<file path="config.mk">
export PLATFORM = sky130hd
export DESIGN_NAME = wb_rr_arbiter_flat
export DESIGN_NICKNAME = d
export VERILOG_FILES = /design/src/rtl/wb_rr_arbiter_if.sv /design/src/rtl/wb_rr_arbiter.sv /design/src/flat_wrapper.sv
export SDC_FILE = /design/constraint.sdc
export NUM_CORES = 1
export LEC_CHECK = 0
export ABC_AREA = 1
export BUFFER_PORTS_ARGS = -buffer_cell sky130_fd_sc_hd__buf_2
export CORE_AREA = 3 3 89 91
export DETAILED_ROUTE_END_ITERATION = 16
export DIE_AREA = 0 0 92 94
export PLACE_DENSITY = 0.65
export SYNTH_ARGS = -nofsm -noshare
export SYNTH_HDL_FRONTEND = slang
export SYNTH_SLANG_ARGS = --single-unit
</file>
<file path="constraint.sdc">
create_clock -name clk -period 1.6 [get_ports clk]
set_clock_uncertainty 0.15 [all_clocks]
set_input_delay 0.08 -clock clk [delete_from_list [all_inputs] [get_ports clk]]
set_output_delay 0.08 -clock clk [all_outputs]
set_load 0.01 [all_outputs]
</file>
<file path="src/rtl/wb_rr_arbiter_if.sv">
// Wishbone bundle between N requesting masters, the arbiter and one slave.
// Master-side signals are packed per master: master i at [i*W +: W].
interface wb_rr_arbiter_if #(
  parameter int N  = 2,
  parameter int AW = 16,
  parameter int DW = 32
);
  logic [N*AW-1:0]     m_addr;
  logic [N*DW-1:0]     m_wdata;
  logic [N*DW/8-1:0]   m_wmsk;
  logic [N-1:0]        m_we;
  logic [N-1:0]        m_cyc;
  logic [DW-1:0]       m_rdata;
  logic [N-1:0]        m_ack;
  logic [AW-1:0]       s_addr;
  logic [DW-1:0]       s_wdata;
  logic [DW/8-1:0]     s_wmsk;
  logic                s_we;
  logic                s_cyc;
  logic [DW-1:0]       s_rdata;
  logic                s_ack;

  modport arb (
    input  m_addr, m_wdata, m_wmsk, m_we, m_cyc,
    input  s_rdata, s_ack,
    output m_rdata, m_ack,
    output s_addr, s_wdata, s_wmsk, s_we, s_cyc
  );

  modport master (
    output m_addr, m_wdata, m_wmsk, m_we, m_cyc,
    input  m_rdata, m_ack
  );

  modport slave (
    input  s_addr, s_wdata, s_wmsk, s_we, s_cyc,
    output s_rdata, s_ack
  );
endinterface

</file>
<file path="src/rtl/wb_rr_arbiter.sv">
// Round-robin Wishbone arbiter: N masters share one slave, one transaction
// per grant, with a watchdog that aborts stuck cycles with an error ack.
module wb_rr_arbiter #(
  parameter int N  = 2,
  parameter int AW = 16,
  parameter int DW = 32,
  parameter int TW = 8
) (
  input  logic          clk,
  input  logic          rst_n,
  wb_rr_arbiter_if.arb  bus,
  output logic [N-1:0]  grant,
  output logic          timeout_err
);

  localparam int LW = (N > 1) ? $clog2(N) : 1;
  localparam int WW = (TW > 0) ? TW : 1;

  typedef enum logic {IDLE, BUSY} state_t;

  state_t        state;
  logic [LW-1:0] last;
  logic [LW-1:0] pick;
  logic [WW-1:0] wdog;
  logic          found;
  logic          busy;
  logic          cyc_g;
  logic          tc;
  logic          to;
  logic          done;

  // Lowest index above last wins; otherwise wrap to lowest at or below it.
  always_comb begin
    pick  = last;
    found = 1'b0;
    for (int k = N - 1; k >= 0; k--) begin
      if (bus.m_cyc[k] && k <= int'(last)) begin
        pick  = LW'(k);
        found = 1'b1;
      end
    end
    for (int k = N - 1; k >= 0; k--) begin
      if (bus.m_cyc[k] && k > int'(last)) begin
        pick  = LW'(k);
        found = 1'b1;
      end
    end
  end

  // While busy, last always holds the granted master's index.
  assign busy  = (state == BUSY);
  assign cyc_g = bus.m_cyc[last];
  assign tc    = (TW > 0) && (&wdog);
  assign to    = busy & cyc_g & tc & ~bus.s_ack;
  assign done  = ~cyc_g | bus.s_ack | tc;

  assign bus.s_addr  = bus.m_addr[int'(last)*AW +: AW];
  assign bus.s_wdata = bus.m_wdata[int'(last)*DW +: DW];
  assign bus.s_wmsk  = bus.m_wmsk[int'(last)*(DW/8) +: DW/8];
  assign bus.s_we    = bus.m_we[last];
  assign bus.s_cyc   = busy & cyc_g & ~to;
  assign bus.m_rdata = to ? {DW{1'b1}} : bus.s_rdata;
  assign timeout_err = to;

  always_comb begin
    bus.m_ack       = '0;
    bus.m_ack[last] = busy & cyc_g & (bus.s_ack | tc);
  end

  always_ff @(posedge clk or negedge rst_n) begin
    if (!rst_n) begin
      state <= IDLE;
      grant <= '0;
      last  <= LW'(N - 1);
      wdog  <= '0;
    end else begin
      unique case (state)
        IDLE: begin
          wdog <= '0;
          if (found) begin
            state <= BUSY;
            grant <= {{(N-1){1'b0}}, 1'b1} << pick;
            last  <= pick;
          end
        end
        BUSY: begin
          if (done) begin
            state <= IDLE;
            grant <= '0;
            wdog  <= '0;
          end else if (TW > 0 && !tc) begin
            wdog <= wdog + 1'b1;
          end
        end
        default: begin
          state <= IDLE;
          grant <= '0;
        end
      endcase
    end
  end

endmodule

</file>
<file path="src/flat_wrapper.sv">
// flat-port wrapper written by rule: the top's interface ports become plain ports
module wb_rr_arbiter_flat 
#(
  parameter int N  = 2,
  parameter int AW = 16,
  parameter int DW = 32,
  parameter int TW = 8
)
  (clk, rst_n, grant, timeout_err, bus_m_addr, bus_m_wdata, bus_m_wmsk, bus_m_we, bus_m_cyc, bus_s_rdata, bus_s_ack, bus_m_rdata, bus_m_ack, bus_s_addr, bus_s_wdata, bus_s_wmsk, bus_s_we, bus_s_cyc);
  wb_rr_arbiter_if #(.N(N), .AW(AW), .DW(DW)) bus_i ();
  input  logic clk;
  input  logic rst_n;
  output logic [N-1:0] grant;
  output logic timeout_err;
  input wire logic [$bits(bus_i.m_addr)-1:0] bus_m_addr;
  input wire logic [$bits(bus_i.m_wdata)-1:0] bus_m_wdata;
  input wire logic [$bits(bus_i.m_wmsk)-1:0] bus_m_wmsk;
  input wire logic [$bits(bus_i.m_we)-1:0] bus_m_we;
  input wire logic [$bits(bus_i.m_cyc)-1:0] bus_m_cyc;
  input wire logic [$bits(bus_i.s_rdata)-1:0] bus_s_rdata;
  input wire logic [$bits(bus_i.s_ack)-1:0] bus_s_ack;
  output wire logic [$bits(bus_i.m_rdata)-1:0] bus_m_rdata;
  output wire logic [$bits(bus_i.m_ack)-1:0] bus_m_ack;
  output wire logic [$bits(bus_i.s_addr)-1:0] bus_s_addr;
  output wire logic [$bits(bus_i.s_wdata)-1:0] bus_s_wdata;
  output wire logic [$bits(bus_i.s_wmsk)-1:0] bus_s_wmsk;
  output wire logic [$bits(bus_i.s_we)-1:0] bus_s_we;
  output wire logic [$bits(bus_i.s_cyc)-1:0] bus_s_cyc;
  assign bus_i.m_addr = bus_m_addr;
  assign bus_i.m_wdata = bus_m_wdata;
  assign bus_i.m_wmsk = bus_m_wmsk;
  assign bus_i.m_we = bus_m_we;
  assign bus_i.m_cyc = bus_m_cyc;
  assign bus_i.s_rdata = bus_s_rdata;
  assign bus_i.s_ack = bus_s_ack;
  assign bus_m_rdata = bus_i.m_rdata;
  assign bus_m_ack = bus_i.m_ack;
  assign bus_s_addr = bus_i.s_addr;
  assign bus_s_wdata = bus_i.s_wdata;
  assign bus_s_wmsk = bus_i.s_wmsk;
  assign bus_s_we = bus_i.s_we;
  assign bus_s_cyc = bus_i.s_cyc;
  wb_rr_arbiter #(.N(N), .AW(AW), .DW(DW), .TW(TW)) u_core (.clk(clk), .rst_n(rst_n), .bus(bus_i), .grant(grant), .timeout_err(timeout_err));
endmodule
</file>
## Word-level counts from Yosys, hierarchy flattened

Cells that the tools add are included.

- $add $sub $neg: 1
- $lt $le $gt $ge: 4
- Equality and inequality tests: 3
- Shift operators: 4
- Mux-type cells: 22
- Bitwise logic cells: 13
- Reductions and logical operators: 6

Operators by type and width:

| operator | count |
|---|---|
| $shiftx A64 B7 Y32 | 1 |
| $mux W32 | 1 |
| $shiftx A32 B6 Y16 | 1 |
| $mux W8 | 2 |
| $pmux W8 S2 | 1 |
| $mux W1 | 13 |
| $add A8 B1 Y8 const B | 1 |
| $reduce_and A8 Y1 | 1 |
| $shiftx A8 B4 Y4 | 1 |
| $and A1 B1 Y1 | 5 |
| $mux W2 | 2 |
| $not A1 Y1 | 4 |
| $pmux W2 S2 | 1 |
| $reduce_and A2 Y1 | 2 |
| $logic_and A1 B1 Y1 | 3 |
| $ne A3 B3 Y1 const B | 1 |
| $or A1 B1 Y1 | 3 |
| $and A2 B2 Y2 | 1 |
| $lt A1 B2 Y1 const B | 1 |
| $ne A2 B1 Y1 const B | 1 |
| $ne A2 B2 Y1 const B | 1 |
| $pmux W1 S2 | 1 |
| $shl A1 B1 Y2 const A | 1 |
| $demux W1 S1 | 1 |
| other kinds (3) | 3 |

- Bits in registers: 12
- Input port bits: 143
- Logic and storage cells: 57

## Longest topological paths before layout

- Depth after elaboration: 8
- Gate-level depth with buffers: 8

## Least setup slack after synthesis

Ideal clock, no wire load.

- Path kind: register -> output
- Start point: register u_core.last
- End point: output bus_m_ack[1]
- Data arrival time: 1.204 ns
- Setup slack: 0.166 ns
- Cell stages (with the launch flop): 6
- Path buffers: 3
- Cell sequence: dfstp_2 buf_4 inv_1 buf_4 buf_2 nor2_1

- Cells in the longest elaborated chain, start to end: 5

RTL lines:

| element | RTL line | text |
|---|---|---|
| from (decl) | wb_rr_arbiter.sv:22 | `logic [LW-1:0] last;` |
| from (signal assigned) | wb_rr_arbiter.sv:74 | `last <= LW'(N - 1);` |
| from (signal assigned) | wb_rr_arbiter.sv:83 | `last <= pick;` |
| $lt A1 B2 Y1 (implied by the code) (tied with other cells) | wb_rr_arbiter.sv:67 | `bus.m_ack[last] = busy & cyc_g & (bus.s_ack \| tc);` |
| $logic_and A1 B1 Y1 (implied by the code) or $mux W1 (tied branches) | wb_rr_arbiter.sv:67, wb_rr_arbiter.sv:52 |  |
| $mux W1 (implied by the code) or $and A1 B1 Y1 (tied branches) | wb_rr_arbiter.sv:67 |  |
| $demux W1 S1 or $and A1 B1 Y1 (tied branches) | n/a |  |
| $and A2 B2 Y2 (no line) (*) | n/a |  |
| to (decl) | flat_wrapper.sv:23 | `output wire logic [$bits(bus_i.m_ack)-1:0] bus_m_ack;` |

Mark *: on every way between the ends. The rest lies on a longest branch, timed or not. The select of a mux whose other input is x is not followed.

## Worst setup path after layout

- Start point: register u_core.last
- End point: output bus_m_rdata[28]

- Cells in the longest elaborated chain, start to end: 6

RTL lines:

| element | RTL line | text |
|---|---|---|
| $mux W1 (implied by the code) (2 in a row) | wb_rr_arbiter.sv:52 | `assign cyc_g = bus.m_cyc[last];` |
| $and A1 B1 Y1 (3 in a row) | wb_rr_arbiter.sv:54 | `assign to = busy & cyc_g & tc & ~bus.s_ack;` |
| $mux W32 | wb_rr_arbiter.sv:62 | `assign bus.m_rdata = to ? {DW{1'b1}} : bus.s_rdata;` |
| to (decl) | flat_wrapper.sv:22 | `output wire logic [$bits(bus_i.m_rdata)-1:0] bus_m_rdata;` |

No other way between the ends. The select of a mux whose other input is x is not followed.

==> reports/qor.yml <==
cells_and_area:
  final_nets: 709
  num_antenna_cells: 0
  final_cell_mix: "buf_2 (206), nand2_1 (180), inv_1 (41), buf_6 (33), nand2_4 (24)"
  area_growth_pct: 125
  stdcell_count: 663
  fin_util_pct: 49.8
  finalInstanceArea_um2: 3590
  drive_above_1_share_pct: 55.3
  final_common_cell: "buf_2"
drt:
  drt_iter0_drc: 60
  wl_per_cell_um: 12.1
  routed_wl_um: 8000
  wl_met3_um: 646
  top_layer: "met4"
  wl_met2_um: 4330
  dr.pass1.iters: 4
  post_drt_via_cell_ratio: 4.19
  wl_met1_um: 2950
  via_count: 2781
  post-route-drc-count: 0
  postRouteAntennaNets: 0
setup_path:
  cpPeakStageDelay_ps: 560
  cp_max_fo: 8
  crit_buf_inv: 3
  path_cells: "nor2_2, nor2_4, buf_6, nand4_4, clkbuf_16, nand2_2, buf_6"
  cp-start-kind: "flip-flop"
  r2r_cells: 10
  path_depth: 7
  worstReg2RegStart: "u_core.wdog[1]$_DFFE_PN0P_"
  crit_family: "flip-flops"
  crit_type: "reg -> out"
  critPathRequiredTime_ps: 1370
  crit_start: "u_core.last$_DFFE_PN1P_"
  slowest_stage: "dfstp_2"
  cpMostUsedCell: "buf_6"
  crit_path_end_kind: "primary output"
  cp.arrival_ps: 1680
place:
  dpl.cell_count: 641
  hpwlAfterDp_um: 5580
  place_congestion: 0.727
  place_area_um2: 2860
  numPortBuffers: 233
yosys:
  ys_seq_area_share_pct: 18.9
  netlist_instances: 317
  synth_cell_types: 22
  netlist_area_um2: 1590
  postSynthAreaPerCell_um2: 5.03
  ys_ff_latch: 12
  ys_warn_count: 0
  synth_nets: 461
floorplan:
  die_x_um: 92
  core_um2: 7210
  rows: 31
  die_area_um2: 8650
  initial_core_util_pct: 22.1
  dieHeight_um: 94
  pin_count: 234
timing:
  worst_slew_pin_slew_ps: 312
  hold_ws_ps: 94.3
  slew_violations: 0
  min_period_over_period_pct: 119
  worst_slack_ps: -310
  finalSetupViolCount: 98
  rsz0062_at_grt: "true"
  fmax_ghz: 0.524
  period_minus_slack_ps: 1910
  finalHoldViolations: 0
  slew_headroom_pct: 79.2
clock_network:
  root_buffer: "clkbuf_8"
  numCtsBuffers: 3
  cts_tree: "built"
  clk-insertion-delay-late_ps: 250
  cts_max_level: 1
  clockBufferDepth: 2
  cts_sinks: 12
  clkTransAtPathRegs_ps: 60
global_routing:
  grt_pass1_vias: 2454
  grt_usage_pct: 15.5
  grt_overflow: 0
  antenna_found_initial: 0
  grt_pass1_wl_um: 11200
  grt_max_degree: 54
pwr:
  fin_total_pwr_mw: 3.39
  powerDensity_nw_per_um2: 944
  leakage_nw: 2.31
  peakVddDrop_v: 0.000651
outcome:
  outcome: "finished with violations"
  failed_checks: "negative setup slack"
min_path:
  hold_class: "in -> async"
job:
  max-cap-violations: 0
==> final timing paths <==
| check | slack [ps] | to |
|---|---|---|
| worst max-delay path | -310 | bus_m_rdata[28] |
| worst min-delay path | 90 | u_core.grant[1]$_DFFE_PN0P_ |
| worst max register to register | -110 | u_core.wdog[7]$_DFFE_PN0P_ |
| worst min register to register | 320 | u_core.grant[1]$_DFFE_PN0P_ |
| max in group asynchronous | 930 | u_core.last$_DFFE_PN1P_ |
| min in group clk | 100 | u_core.grant[1]$_DFFE_PN0P_ |
==> synthesized netlist by cell type <==
library cell / n / share of area [%]
buf_6: 3 / 2.1
dfrtp_1: 11 / 17
dfstp_2: 1 / 1.6
inv_2: 1 / 0.24
clkbuf_1: 4 / 0.94
nand2_2: 7 / 2.7
nor2_1: 14 / 3.3
a31oi_1: 1 / 0.39
nand3_4: 1 / 1.1
nand3b_1: 1 / 0.47
nor2_4: 3 / 2.1
xnor2_1: 2 / 1.1
ha_1: 1 / 0.78
nand2_1: 206 / 49
inv_1: 42 / 9.9
buf_4: 2 / 0.94
or2_0: 1 / 0.39
buf_2: 6 / 1.9
a21oi_1: 2 / 0.63
o21ai_0: 3 / 0.94
nor3_1: 4 / 1.3
nand4_4: 1 / 1.3
==> registers in the layout (all words and copies together), names as in the netlist <==
register and count:
u_core.busy 1, u_core.grant 2, u_core.last 1, u_core.wdog 8
==> metal layers <==
metal  global-route usage [%]  vias to the layer above
met1                     17.5                     1209
met4                     2.97                        0
met5                        0                        -
met3                     2.24                        7
li1                         -                     1410
met2                     30.8                      155
==> final cells by class <==
type	instances	area [um^2]
fillers	731	3620
repair buffers	257	1670
multi-input cells	248	1280
flip-flops and latches	12	302
inverters	43	166
well taps	99	124
clock buffers	4	55.1
==> cells by family after synthesis <==
| kind of cell | share of synthesized area [%] |
|---|---|
| buffers and inverters | 16.0 |
| adders and majority gates | 0.785 |
| and+or+nand+nor | 61.2 |
| DFF | 18.9 |
| xor gates and xnor gates | 1.10 |
| AOI/OAI and AO/OA | 1.96 |
==> timing repair <==
| action | in CTS | in global routing |
|---|---|---|
| setup endpoints to repair | 89 | 101 |
| pin swaps | 7 | 9 |
| resized for setup | 56 | 51 |
| hold endpoints to repair | 12 | 0 |
| hold buffers | 1 | 0 |
| cloned | 3 | 1 |
| buffers inserted | 8 | 5 |
==> metrics by stage <==
step / setup slack, ps / setup TNS, ps
floorplan: 166 / 0
global placement: -125 / -2130
detailed placement: -196 / -4740
CTS: -268 / -13780
global route: -389 / -25890
finish: -310 / -16700
==> report_power, final <==
group	total [mW]	switching, mW	internal [mW]
Clock	0.339	0.121	0.218
Sequential	0.405	0.0374	0.368
Combinational	2.65	1.51	1.13
No activity file was read; power rests on OpenSTA's default activity.
